### src/rtl/hub75_byte_if.sv
// Byte-stream-in / framebuffer-write-out bus for the HUB75 byte loader.
//
// Upstream side (driven by the byte source, a UART/SPI bridge):
//   i_byte_data   8-bit stream byte
//   i_byte_valid  byte valid
//   i_sof         start of frame, qualified by i_byte_valid, marks the first R byte
//   o_byte_ready  byte accepted when i_byte_valid && o_byte_ready
// Downstream side (goes straight to the framebuffer write port):
//   o_wr_addr     linear pixel address (row*hpixel + col)
//   o_wr_data     packed pixel {R,G,B}
//   o_wr_en       single-cycle write strobe
//   o_frame_done  pulses together with the write of the last pixel of a frame
//   o_sync_err    pulses when a new frame starts before the current one completed
//
// addr_width_p / data_width_p must match the loader's derived widths
// ($clog2(hpixel*vpixel) and 3*bpp).
interface hub75_byte_if #(
  parameter int addr_width_p = 12,
  parameter int data_width_p = 24
);
  logic [7:0]              i_byte_data;
  logic                    i_byte_valid;
  logic                    i_sof;
  logic                    o_byte_ready;
  logic [addr_width_p-1:0] o_wr_addr;
  logic [data_width_p-1:0] o_wr_data;
  logic                    o_wr_en;
  logic                    o_frame_done;
  logic                    o_sync_err;

  // Byte source / test driver view.
  modport master (
    output i_byte_data, i_byte_valid, i_sof,
    input  o_byte_ready, o_wr_addr, o_wr_data, o_wr_en, o_frame_done, o_sync_err
  );

  // Loader view.
  modport slave (
    input  i_byte_data, i_byte_valid, i_sof,
    output o_byte_ready, o_wr_addr, o_wr_data, o_wr_en, o_frame_done, o_sync_err
  );
endinterface

### src/rtl/hub75_byte_loader.sv
// hub75_byte_loader
//
// Packs an R,G,B byte stream (row-major frames) into {R,G,B} pixel words and
// issues single-cycle framebuffer writes at linear addresses 0..hpixel*vpixel-1.
// Each colour channel keeps the bpp_p most significant bits of its byte.
//
// Ports:
//   clk       system clock
//   rst       synchronous reset, active-high
//   i_enable  loader enable; low forces the loader idle and drops any partial pixel
//   bus       hub75_byte_if slave modport (byte stream in, framebuffer write out)
//
// Timing: the pixel write appears on the cycle after its B byte is accepted.
// The loader never back-pressures: o_byte_ready = i_enable && !rst.
module hub75_byte_loader #(
  parameter int hpixel_p = 64,
  parameter int vpixel_p = 64,
  parameter int bpp_p    = 8
) (
  input  logic         clk,
  input  logic         rst,
  input  logic         i_enable,
  hub75_byte_if.slave  bus
);

  localparam int frame_size_p = hpixel_p * vpixel_p;
  localparam int addr_width_p = (frame_size_p > 1) ? $clog2(frame_size_p) : 1;
  localparam logic [addr_width_p-1:0] last_addr_p = addr_width_p'(frame_size_p - 1);

  localparam logic [1:0] st_idle  = 2'd0;
  localparam logic [1:0] st_get_g = 2'd1;
  localparam logic [1:0] st_get_b = 2'd2;
  localparam logic [1:0] st_get_r = 2'd3;

  // Channel reduction: keep the MSBs of the byte.
  function automatic logic [bpp_p-1:0] chan_trunc(input logic [7:0] b);
    return b[7 -: bpp_p];
  endfunction

  logic [1:0]              state_q;
  logic [addr_width_p-1:0] pix_cnt_q;
  logic                    accept;
  logic                    mid_frame;
  logic [bpp_p-1:0]        byte_chan;

  logic [bpp_p-1:0]        r_p0;
  logic [bpp_p-1:0]        g_p0;

  logic [addr_width_p-1:0] wr_addr_p1;
  logic [3*bpp_p-1:0]      wr_data_p1;
  logic                    vld_p1;
  logic                    done_p1;
  logic                    err_p1;

  assign bus.o_byte_ready = i_enable && !rst;
  assign accept           = bus.i_byte_valid && bus.o_byte_ready;
  assign byte_chan        = chan_trunc(bus.i_byte_data);

  // A frame counts as "in progress" once any byte after SOF was taken, except
  // in the R-wait state when no pixel has been written yet.
  assign mid_frame = (state_q != st_idle) &&
                     !((state_q == st_get_r) && (pix_cnt_q == '0));

  // Stage p0: channel capture. R is taken on SOF or in the R-wait state, G in
  // the G-wait state; B is never stored, it goes straight into the write word.
  always_ff @(posedge clk) begin
    if (accept) begin
      if (bus.i_sof || (state_q == st_get_r)) begin
        r_p0 <= byte_chan;
      end
      if (!bus.i_sof && (state_q == st_get_g)) begin
        g_p0 <= byte_chan;
      end
    end
  end

  // Stage p1: FSM, pixel counter and registered write port.
  always_ff @(posedge clk) begin
    if (rst) begin
      state_q    <= st_idle;
      pix_cnt_q  <= '0;
      wr_addr_p1 <= '0;
      wr_data_p1 <= '0;
      vld_p1     <= 1'b0;
      done_p1    <= 1'b0;
      err_p1     <= 1'b0;
    end else begin
      vld_p1  <= 1'b0;
      done_p1 <= 1'b0;
      err_p1  <= 1'b0;

      if (!i_enable) begin
        // Disabled: abandon any partial pixel silently. A write registered on
        // the previous cycle has already been presented on the outputs.
        state_q   <= st_idle;
        pix_cnt_q <= '0;
      end else if (accept) begin
        if (bus.i_sof) begin
          // SOF always restarts the frame; the byte is the new frame's R.
          err_p1    <= mid_frame;
          pix_cnt_q <= '0;
          state_q   <= st_get_g;
        end else begin
          case (state_q)
            st_get_g: state_q <= st_get_b;
            st_get_r: state_q <= st_get_g;
            st_get_b: begin
              vld_p1     <= 1'b1;
              wr_addr_p1 <= pix_cnt_q;
              wr_data_p1 <= {r_p0, g_p0, byte_chan};
              if (pix_cnt_q == last_addr_p) begin
                done_p1   <= 1'b1;
                pix_cnt_q <= '0;
                state_q   <= st_idle;
              end else begin
                pix_cnt_q <= pix_cnt_q + addr_width_p'(1);
                state_q   <= st_get_r;
              end
            end
            default: state_q <= st_idle;  // idle: non-SOF bytes are dropped
          endcase
        end
      end
    end
  end

  assign bus.o_wr_addr    = wr_addr_p1;
  assign bus.o_wr_data    = wr_data_p1;
  assign bus.o_wr_en      = vld_p1;
  assign bus.o_frame_done = done_p1;
  assign bus.o_sync_err   = err_p1;

endmodule

### src/flat_wrapper.sv
// flat-port wrapper written by rule: the top's interface ports become plain ports
module hub75_byte_loader_flat 
#(
  parameter int hpixel_p = 64,
  parameter int vpixel_p = 64,
  parameter int bpp_p    = 8
)
  (clk, rst, i_enable, bus_i_byte_data, bus_i_byte_valid, bus_i_sof, bus_o_byte_ready, bus_o_wr_addr, bus_o_wr_data, bus_o_wr_en, bus_o_frame_done, bus_o_sync_err);
  hub75_byte_if #(.addr_width_p(12), .data_width_p(24)) bus_i ();
  input  logic clk;
  input  logic rst;
  input  logic i_enable;
  input wire logic [$bits(bus_i.i_byte_data)-1:0] bus_i_byte_data;
  input wire logic [$bits(bus_i.i_byte_valid)-1:0] bus_i_byte_valid;
  input wire logic [$bits(bus_i.i_sof)-1:0] bus_i_sof;
  output wire logic [$bits(bus_i.o_byte_ready)-1:0] bus_o_byte_ready;
  output wire logic [$bits(bus_i.o_wr_addr)-1:0] bus_o_wr_addr;
  output wire logic [$bits(bus_i.o_wr_data)-1:0] bus_o_wr_data;
  output wire logic [$bits(bus_i.o_wr_en)-1:0] bus_o_wr_en;
  output wire logic [$bits(bus_i.o_frame_done)-1:0] bus_o_frame_done;
  output wire logic [$bits(bus_i.o_sync_err)-1:0] bus_o_sync_err;
  assign bus_i.i_byte_data = bus_i_byte_data;
  assign bus_i.i_byte_valid = bus_i_byte_valid;
  assign bus_i.i_sof = bus_i_sof;
  assign bus_o_byte_ready = bus_i.o_byte_ready;
  assign bus_o_wr_addr = bus_i.o_wr_addr;
  assign bus_o_wr_data = bus_i.o_wr_data;
  assign bus_o_wr_en = bus_i.o_wr_en;
  assign bus_o_frame_done = bus_i.o_frame_done;
  assign bus_o_sync_err = bus_i.o_sync_err;
  hub75_byte_loader #(.hpixel_p(hpixel_p), .vpixel_p(vpixel_p), .bpp_p(bpp_p)) u_core (.clk(clk), .rst(rst), .i_enable(i_enable), .bus(bus_i));
endmodule
### config.mk
export PLATFORM = sky130hd
export DESIGN_NAME = hub75_byte_loader_flat
export DESIGN_NICKNAME = d
export VERILOG_FILES = /design/src/rtl/hub75_byte_if.sv /design/src/rtl/hub75_byte_loader.sv /design/src/flat_wrapper.sv
export SDC_FILE = /design/constraint.sdc
export NUM_CORES = 1
export LEC_CHECK = 0
export ABC_AREA = 1
export BUFFER_PORTS_ARGS = -buffer_cell sky130_fd_sc_hd__clkbuf_2
export CAP_MARGIN = 20
export CORE_MARGIN = 2
export CORE_UTILIZATION = 49
export DETAILED_ROUTE_END_ITERATION = 16
export PLACE_DENSITY = 0.75
export SKIP_CTS_REPAIR_TIMING = 1
export SKIP_LAST_GASP = 1
export SLEW_MARGIN = 10
export SYNTH_ARGS = -nofsm -noshare
export SYNTH_HDL_FRONTEND = slang
export SYNTH_SLANG_ARGS = --single-unit
### constraint.sdc
create_clock -name clk -period 1.66 [get_ports clk]
set_input_delay 0.249 -clock clk [delete_from_list [all_inputs] [get_ports clk]]
set_output_delay 0.249 -clock clk [all_outputs]
set_load 0.005 [all_outputs]
==> results of run 1 <==
final timing paths:
kind                      startpoint                 endpoint  slack [ns]
max              u_core.pix_cnt_q[1]      u_core.pix_cnt_q[4]        0.17
max reg2reg      u_core.pix_cnt_q[1]      u_core.pix_cnt_q[4]        0.17
min               bus_i_byte_data[3]           u_core.r_p0[3]        0.12
min reg2reg  u_core.bus.o_wr_data[7]  u_core.bus.o_wr_data[7]        0.48
registers in the layout, summed over array words and instances, names as in the netlist:
name and flops:
u_core.g_p0 8, u_core.bus.o_wr_data 24, u_core.pix_cnt_q 12, u_core.state_q 2, u_core.bus.o_wr_en 1, u_core.bus.o_wr_addr 12, u_core.r_p0 8, u_core.bus.o_sync_err 1
u_core.bus.o_frame_done 1
layout make-up:
cell class | count | area, µm²
inverter | 21 | 82.6
clock inverter | 6 | 55.1
sequential | 69 | 1540
clock buffer | 9 | 124
fill | 470 | 1980
multi-input combinational | 200 | 1000
tap | 70 | 87.6
timing repair buffer | 61 | 328
through the flow:
| step | worst slack [ns] | instances |
|---|---|---|
| after floorplan | 0.241 | 301 |
| final | 0.168 | 436 |
| after global placement | 0.128 | 421 |
| after global routing | 0.0341 | 436 |
| after CTS | 0.102 | 436 |
| after detailed placement | 0.104 | 421 |
cells in the final DEF, fill, tap and decap left out, types with 2 or more instances in the layout:
master,netlist,routed
clkbuf_8,0,9
nand3_1,5,5
o21ai_1,2,2
nand2_2,2,2
nand2_1,40,40
nor2_1,63,63
a21oi_1,13,13
nand4_1,3,3
edfxtp_1,16,16
clkbuf_2,2,52
nor3_1,5,5
inv_2,2,2
nor2_4,2,3
inv_1,17,17
dfxtp_1,53,52
clkinv_2,1,6
buf_4,2,9
xor2_1,4,4
a21oi_2,10,10
o21ai_0,42,42
power groups by stage:
stage | Combinational, µW | Clock, µW | Sequential, µW
after floorplan | 41.4 | 0 | 1760
after global placement | 80.4 | 0 | 1760
after global routing | 92.1 | 1350 | 1720
after CTS | 82.2 | 1270 | 1720
after detailed placement | 82.1 | 0 | 1760
final | 81.9 | 1240 | 1720
routing by layer:
layer / share of wire (%) / GRT usage (%)
met1: 47 / 28.0
met4: 2.3 / 11.2
met5: 0 / 0
met3: 6.1 / 4.37
met2: 45 / 28.7
cell families after synthesis:
group                    synth area share, %
buffers and inverters                   5.87
XOR/XNOR                                1.30
adder cells (fa/ha/maj)                0.931
AO/OA/AOI/OAI                           14.4
AND/OR/NAND/NOR                         20.1
flip-flops                              57.4
worst max-delay path: cells and delay by family (launching register included):
family	cells	cell delay (ns)
DFF	1	0.39
adders and majority gates	1	0.23
AOI/OAI and AO/OA	1	0.09
and+or+nand+nor	5	0.60
buffers and inverters	1	0.07
==> run summary, run 1 <==
Antenna cells = 0
Max H-tree Level = 3
Clk sinks = 69
Nets = 377
Initial core utilization = 51.6%
R2R cell count = 8
Synth Flop Type = dfxtp_1
Setup CP Type = register to register
Slew Limit Fails = 0
Switching Fraction = 20.7%
Period utilization = 89.9%
Post-synth design cell area = 0.00269 mm²
Final setup vio count = 0
Pre-Repair DR Iteration Count = 5
Hold Crit Class = input port to register
# rows = 26
Initial antenna violation count = 0
DR vias/cell = 4.97
Final WL = 5630 µm
Unrepaired setup endpoints after global routing = false
Fin area = 0.00322 mm²
Syn_nets = 316
Async set-reset flop share out of synthesis = 0%
Max frequency = 670 MHz
Post-DP HPWL = 3940 µm
Worst-Skew Late Latency = 0.34 ns
Fin util = 61.9%
Max-cap violations = 0
Critical path startpoint category = register
Via Count = 2169
Synth top area share = 39.5%
Clock buffer depth = 2
Final Hold Viols = 0
Synth warn = 0
Die H = 78.0 µm
Max Clock Skew = 0.00600 ns
CP max-delay cell = dfxtp_1
Vias in the first global route = 1928
CTS root buf = clkbuf_8
First-pass GRT wire length = 9280 µm
Fin Setup TNS = 0 ns
Status = finished, final reports clean
Sequential share of power = 56.5%
Initial drt markers = 157
Internal power = 2420 µW
Crit-path max cell delay = 0.39 ns
Worst EP arrival = 1.72 ns
Wire length per cell = 12.9 µm
Port Buffers = 52
Die X = 78.0 µm
RD Place Congestion = 0.897
Maximum fanout along the worst path = 4
P_leak = 0.00125 µW
Core footprint = 0.00520 mm²
Tmin final = 1.49 ns
CP endpoint kind = register
Worst slew pin tran = 0.345 ns
Largest net degree at the start of global routing = 37
Most common library cells after synthesis = nor2_1, dfxtp_1, o21ai_0
Placed Area = 0.00303 mm²
Number of buffers created by CTS = 9
IO Pins = 53
Hold path depth = 1
WHS = 0.119 ns
Net Sw Power = 631 µW
Dominant cell type by area after synthesis = dfxtp_1
Gate power share = 2.7%
Gr usage total = 20.0%
Die ar. = 0.00609 mm²
Gr ovfl total = 0
Number of synthesized flops with an enable pin = 16
Worst-path clk slew = 0.07 ns
Layout area overhead = 19.9%
Final ANT Viol Nets = 0
Post-Synthesis Cells = 301
Post-synthesis sequential area ratio = 57.4%
PwrDens = 947 mW/mm²
CTS tree = yes
Required time of the worst setup path = 1.89 ns
Crit path top cell by count = nor2_4
Layout cell share with drive strength beyond 1 = 27.6%
Rel. slew slack = 76.9%
Mean Syn Cell Area = 8.92 µm²
DRC = 0
Ranking of synthesized cells by area = dfxtp_1, edfxtp_1, nor2_1
Power Total = 3050 µW
VDD IR-drop max = 0.000516 V
Clock Power Share = 40.8%
Synth unique cells = 31
Synth Register Bits = 69
Top-count cell post-synth = nor2_1
Cell Chain, Critical Path = ha_2, inv_1, nor2_4, nand2_2, nor2_4, o21ai_0, nand2_1, nor2_1
Power figures use the tool's default switching activity.
==> inputs of run 2 (changes only) <==
ABC_AREA = not set   (was 1)
CORE_UTILIZATION = 55   (was 49)
PLACE_DENSITY = 0.8   (was 0.75)
clock period = 1.9 ns   (was 1.66 ns; I/O delays follow)
==> run 2 against run 1 <==
  * Clock power up 10%
  * Utilization up 7.4 points
  * Sequential share of layout area decreased by 0.44 points
  * Highest routed layer unchanged
  * Flip-flop and latch count is the same
  * Global-route usage is 2.6 points higher
  * Non-clock buffer count grew 4
  * Sequential power is 12% lower
  * Routed wire length grew 0.52%
  * Maximum frequency is 16% lower
  * Clock skew grew 0.0015 ns
==> run summary, run 2 <==
Final Hold Viols = 0 (unchanged)
Synth Register Bits = 69 (unchanged)
Synth unique cells = 43 (+39%)
Worst-Skew Late Latency = 0.34 ns (about the same)
Required time of the worst setup path = 2.12 ns (+0.23 ns)
WHS = 0.156 ns (+0.0372 ns)
Hold Crit Class = input port to register
Maximum fanout along the worst path = 12 (+8)
Max frequency = 564 MHz (-16%)
RD Place Congestion = 0.858 (-4.3%)
DRC = 0 (unchanged)
Die X = 73.4 µm (-6.0%)
Unrepaired setup endpoints after global routing = false
DR vias/cell = 5.39 (+8.3%)
Worst slew pin tran = 0.431 ns (+0.0864 ns)
Most common cell after layout, fill and taps aside = nand2_1
Critical path startpoint category = register
# rows = 25 (-3.8%)
CTS root buf = clkbuf_8
Final ANT Viol Nets = 0 (unchanged)
IO Pins = 53 (unchanged)
Syn_nets = 298 (-5.7%)
Initial drt markers = 162 (+3.2%)
WHS Endpoint = u_core.g_p0[1]
Max reg flops = 24 (unchanged)
Pre-Repair DR Iteration Count = 4 (-1)
Layout area overhead = 22.8%
Die ar. = 0.00538 mm² (-12%)
Setup CP Type = register to register
CP endpoint kind = register
VDD IR-drop max = 0.000474 V (-8.1%)
Via Count = 2172 (+0.14%)
PwrDens = 907 mW/mm² (-4.2%)
Vias in the first global route = 2016 (+4.6%)
R2R cell count = 5 (-3)
HP Start = bus_i_byte_data[1]
Post-Synthesis Cells = 283 (-6.0%)
Status = finished, final reports clean
Final setup vio count = 0 (unchanged)
Top-count cell post-synth = nand2_1
Inst Count DP = 387 (-8.1%)
Mean Syn Cell Area = 9.35 µm² (+4.8%)
Post-synthesis sequential area ratio = 58.3% (+0.87 points)
R2r endpoint = u_core.pix_cnt_q[5]
Max H-tree Level = 3 (unchanged)
Ranking of synthesized cells by area = dfxtp_1, edfxtp_1, nand2_1
Layout cell share with drive strength beyond 1 = 26.4% (-1.2 points)
Gr ovfl total = 0 (unchanged)
Port Buffers = 52 (unchanged)
Worst EP arrival = 2.00 ns (+0.28 ns)
Dominant cell type by area after synthesis = dfxtp_1
Period utilization = 93.4% (+3.5 points)
Fin Setup TNS = 0 ns (unchanged)
Rel. slew slack = 70.5% (-6.4 points)
Reg2reg start = u_core.pix_cnt_q[0]
Antenna cells = 0 (unchanged)
Fin cells = 403 (-7.6%)
R2r setup slk = 0.13 ns (-0.04 ns)
First-pass GRT wire length = 9100 µm (-1.9%)
Max Clock Skew = 0.00753 ns (+0.00153 ns)
Core footprint = 0.00469 mm² (-9.9%)
Gr usage total = 22.6% (+2.6 points)
Commonest non-fill, non-tap cells in the layout = nand2_1, clkbuf_2, dfxtp_1, a21oi_1, edfxtp_1
Post-synth design cell area = 0.00265 mm² (-1.5%)
Synth Flop Type = dfxtp_1
Number of synthesized flops with an enable pin = 16 (unchanged)
Initial core utilization = 56.4% (+4.8 points)
Most common library cells after synthesis = nand2_1, dfxtp_1, a21oi_1
Initial antenna violation count = 0 (unchanged)
Nets = 359 (-4.8%)
Largest net degree at the start of global routing = 49 (+32%)
Number of buffers created by CTS = 9 (unchanged)
Synth warn = 0 (unchanged)
Max-cap violations = 0 (unchanged)
Async set-reset flop share out of synthesis = 0% (unchanged)
Slew Limit Fails = 0 (unchanged)
Wire length per cell = 14.0 µm (+8.7%)
Tmin final = 1.77 ns (+0.282 ns)
Clock buffer depth = 2 (unchanged)
P_leak = 0.00125 µW (+0.31%)
Hold path depth = 1 (unchanged)
Post-DP HPWL = 3800 µm (-3.8%)
Worst-path clk slew = 0.08 ns (about the same)
Clk sinks = 69 (unchanged)
Final WL = 5660 µm (+0.52%)
Die H = 73.4 µm (-6.0%)
CTS tree = yes
Synth top area share = 40.1% (+0.60 points)
==> run 2: critical path, cell delays in order, from the launching register on <==
cell and delay, ns:
dfxtp_1 0.42, ha_1 0.21, nand2_1 0.09, or4_4 0.63, or3b_2 0.23, a31oi_1 0.08
==> run 2: worst max path at each step <==
stage / start / endpoint / slack (ns) / depth (start not counted)
floorplan: u_core.pix_cnt_q[1] / u_core.state_q[0] / 0.13 / 6
global route: u_core.pix_cnt_q[0] / u_core.state_q[0] / 0.01 / 5
global placement: u_core.pix_cnt_q[1] / u_core.pix_cnt_q[11] / 0.21 / 5
CTS: u_core.pix_cnt_q[1] / u_core.pix_cnt_q[11] / 0.11 / 5
detailed placement: u_core.pix_cnt_q[1] / u_core.pix_cnt_q[5] / 0.12 / 5
finish: u_core.pix_cnt_q[0] / u_core.pix_cnt_q[5] / 0.13 / 5
==> run 2: report_power, final <==
group          leakage [µW]  switching, µW  internal, µW  total (µW)
clock              0.000116            557           813        1370
sequential         0.000572           3.22          1510        1510
combinational      0.000564           44.7          24.4        69.0
==> run 2: metal layers <==
layer | routed length (µm) | GRT usage, % | vias up
li1 | - | - | 1110
met1 | 2460 | 27.2 | 986
met2 | 2800 | 36.6 | 64
met3 | 269 | 4.66 | 12
met4 | 120 | 14.5 | 0
met5 | 0 | 0 | -
==> run 2: cell families (layout without fill, tap and decap cells) <==
family | count (synthesis) | in the layout | share of synthesized area [%]
AND/OR/NAND/NOR | 120 | 120 | 20.7
flip-flops | 69 | 69 | 58.3
AO/OA/AOI/OAI | 65 | 65 | 14.9
buffers and inverters | 23 | 89 | 3.92
XOR/XNOR | 4 | 4 | 1.32
adder cells (fa/ha/maj) | 2 | 2 | 0.945
==> run 2: stage by stage <==
step	util, %	cell area [µm²]	setup slack [ns]	total power (µW)
6_report	69.3	3250	0.126	2950
5_1_grt	69.3	3250	0.0147	3040
4_1_cts	69.3	3250	0.105	2970
3_5_place_dp	64.3	3020	0.117	1610
3_3_place_gp	64.3	3020	0.207	1610
2_1_floorplan	-	2650	0.129	1570
==> run 2: area by class of cell <==
type                       count  area, µm²
tap                           54       67.6
timing repair buffer          65        370
clock buffer                  11        151
inverter                       8       30.0
clock inverter                 5       81.3
sequential                    69       1540
multi-input combinational    191       1010
fill                         379       1440
==> inputs of run 3 (changes only) <==
CELL_PAD_IN_SITES_DETAIL_PLACEMENT = 2   (was not set)
CELL_PAD_IN_SITES_GLOBAL_PLACEMENT = 2   (was not set)
CORE_UTILIZATION = 35   (was 55)
PLACE_DENSITY = not set   (was 0.8)
PLACE_DENSITY_LB_ADDON = 0.1   (was not set)
==> run 3 against run 2 <==
  * Sequential share of layout area decreased by 1.7 points
  * Global-route usage decreased by 1.1 points
  * Setup slack got worse by 0.012 ns
  * Count of clock-buffer cells in the layout decreased by 2
  * Highest routed layer unchanged
==> run summary, run 3 (synthesis gave the netlist of run 2 again) <==
Most common cell after layout, fill and taps aside = nand2_1
Worst slew pin tran = 0.526 ns (+0.0953 ns)
Worst EP arrival = 2.00 ns (about the same)
Fill cells = 844 (+120%)
VDD IR-drop max = 0.000316 V (-34%)
Max frequency = 560 MHz (-0.64%)
Largest net degree at the start of global routing = 25 (-49%)
Initial core utilization = 36.3% (-20 points)
Initial drt markers = 78 (-52%)
P_leak = 0.00129 µW (+3.2%)
Max reg flops = 24 (unchanged)
Gr ovfl total = 0 (unchanged)
DRC = 0 (unchanged)
Clock buffer depth = 2 (unchanged)
Core footprint = 0.00729 mm² (+55%)
Status = finished, final reports clean
Reg2reg start = u_core.pix_cnt_q[1]
CP max-delay cell = or4_4
Rel. slew slack = 64.0% (-6.5 points)
Required time of the worst setup path = 2.12 ns (about the same)
Antenna cells = 0 (unchanged)
CTS tree = yes
Max Clock Skew = 0.00435 ns (-0.00317 ns)
Worst-path clk slew = 0.08 ns (about the same)
Layout area overhead = 27.4%
Maximum fanout along the worst path = 12 (unchanged)
Crit path from = u_core.pix_cnt_q[1]
Fin Setup TNS = 0 ns (unchanged)
Port Buffers = 52 (unchanged)
# rows = 31 (+24%)
Internal power = 2280 µW (-2.8%)
Clk sinks = 69 (unchanged)
RD Place Congestion = 0.765 (-11%)
Commonest non-fill, non-tap cells in the layout = nand2_1, clkbuf_2, dfxtp_1, a21oi_1, buf_4
Initial antenna violation count = 0 (unchanged)
Layout cell share with drive strength beyond 1 = 28.8% (+2.4 points)
Wire length per cell = 18.1 µm (+29%)
Net Sw Power = 671 µW (+11%)
First-pass GRT wire length = 13600 µm (+49%)
Unrepaired setup endpoints after global routing = false
Period utilization = 94.0% (+0.61 points)
Vias in the first global route = 2492 (+24%)
PwrDens = 875 mW/mm² (-3.6%)
Cell Chain, Critical Path = ha_1, nand2_1, or4_4, o21ai_0, a221oi_1
CTS root buf = clkbuf_8
Slew Limit Fails = 0 (unchanged)
CP endpoint kind = register
Gr usage total = 21.5% (-1.1 points)
Pre-Repair DR Iteration Count = 6 (+2)
Worst-Skew Late Latency = 0.35 ns (about the same)
Final setup vio count = 0 (unchanged)
Die X = 91.0 µm (+24%)
DR vias/cell = 5.05 (-6.3%)
Switching Fraction = 22.8% (+2.2 points)
Max H-tree Level = 3 (unchanged)
Tmin final = 1.79 ns (+0.0115 ns)
Number of buffers created by CTS = 9 (unchanged)
Setup CP Type = register to register
Die ar. = 0.00827 mm² (+54%)
Via Count = 2307 (+6.2%)
Final WL = 8290 µm (+47%)
Clock Power Share = 46.2% (-0.3 points)
IO Pins = 53 (unchanged)
Crit-path max cell delay = 0.64 ns (about the same)
Final ANT Viol Nets = 0 (unchanged)
Die H = 91.0 µm (+24%)
Final Hold Viols = 0 (unchanged)
Sequential share of power = 51.2% (about the same)
Fin util = 46.2% (-23 points)
Max-cap violations = 0 (unchanged)
Post-DP HPWL = 5850 µm (+54%)
Nets = 368 (+2.5%)
HP Start = bus_i_byte_data[7]
Gate power share = 2.7% (+0.4 points)
Critical path startpoint category = register
Hold Crit Class = input port to register
[run 3: path summary, 6_finish.rpt]
kind                                                 end  slack [ns]  cells past startpoint
worst max register to register         u_core.state_q[0]        0.11                      5
worst max-delay path                   u_core.state_q[0]        0.11                      5
worst min register to register  u_core.bus.o_wr_data[20]        0.46                      2
worst min-delay path                      u_core.g_p0[7]        0.15                      1
[run 3: critical path: cells and delay by family (launching register included)]
| family | cells | cell delay, ns |
|---|---|---|
| adder cells (fa/ha/maj) | 1 | 0.20 |
| AND/OR/NAND/NOR | 2 | 0.76 |
| AO/OA/AOI/OAI | 2 | 0.30 |
| flip-flops | 1 | 0.39 |
[run 3: metal layers]
metal	global-route usage [%]	part of all wire [%]	vias up
li1	-	-	1119
met1	24.8	41	1141
met2	38.8	54	40
met3	5.06	3.6	7
met4	7.70	1.1	0
met5	0	0	-
[run 3: area by class of cell]
type	count	area, µm²	share of cell area [%]
tap	99	124	3.67
multi-input combinational	191	1010	30.0
clock buffer	9	124	3.67
sequential	69	1540	45.8
inverter	8	30.0	0.891
clock inverter	7	98.8	2.93
timing repair buffer	74	438	13.0
[run 3: per-stage QoR]
| stage | cell area [µm²] | power (µW) | hold WS (ns) | worst slack, ns | cells |
|---|---|---|---|---|---|
| after floorplan | 2650 | 1570 | 0.384 | 0.129 | 283 |
| after global placement | 3140 | 1620 | 0.443 | 0.152 | 441 |
| after detailed placement | 3140 | 1620 | 0.454 | 0.0126 | 441 |
| after CTS | 3360 | 2980 | 0.133 | -0.000885 | 457 |
| after global routing | 3370 | 3070 | 0.137 | 0.0499 | 457 |
| final | 3370 | 2950 | 0.152 | 0.114 | 457 |
[run 3: power groups by stage]
stage	registers [µW]	logic, µW	clock network [µW]
6_report	1510	78.9	1360
5_1_grt	1510	86.4	1470
4_1_cts	1510	79.4	1390
3_5_place_dp	1540	78.4	0
3_3_place_gp	1540	77.0	0
2_1_floorplan	1540	31.8	0
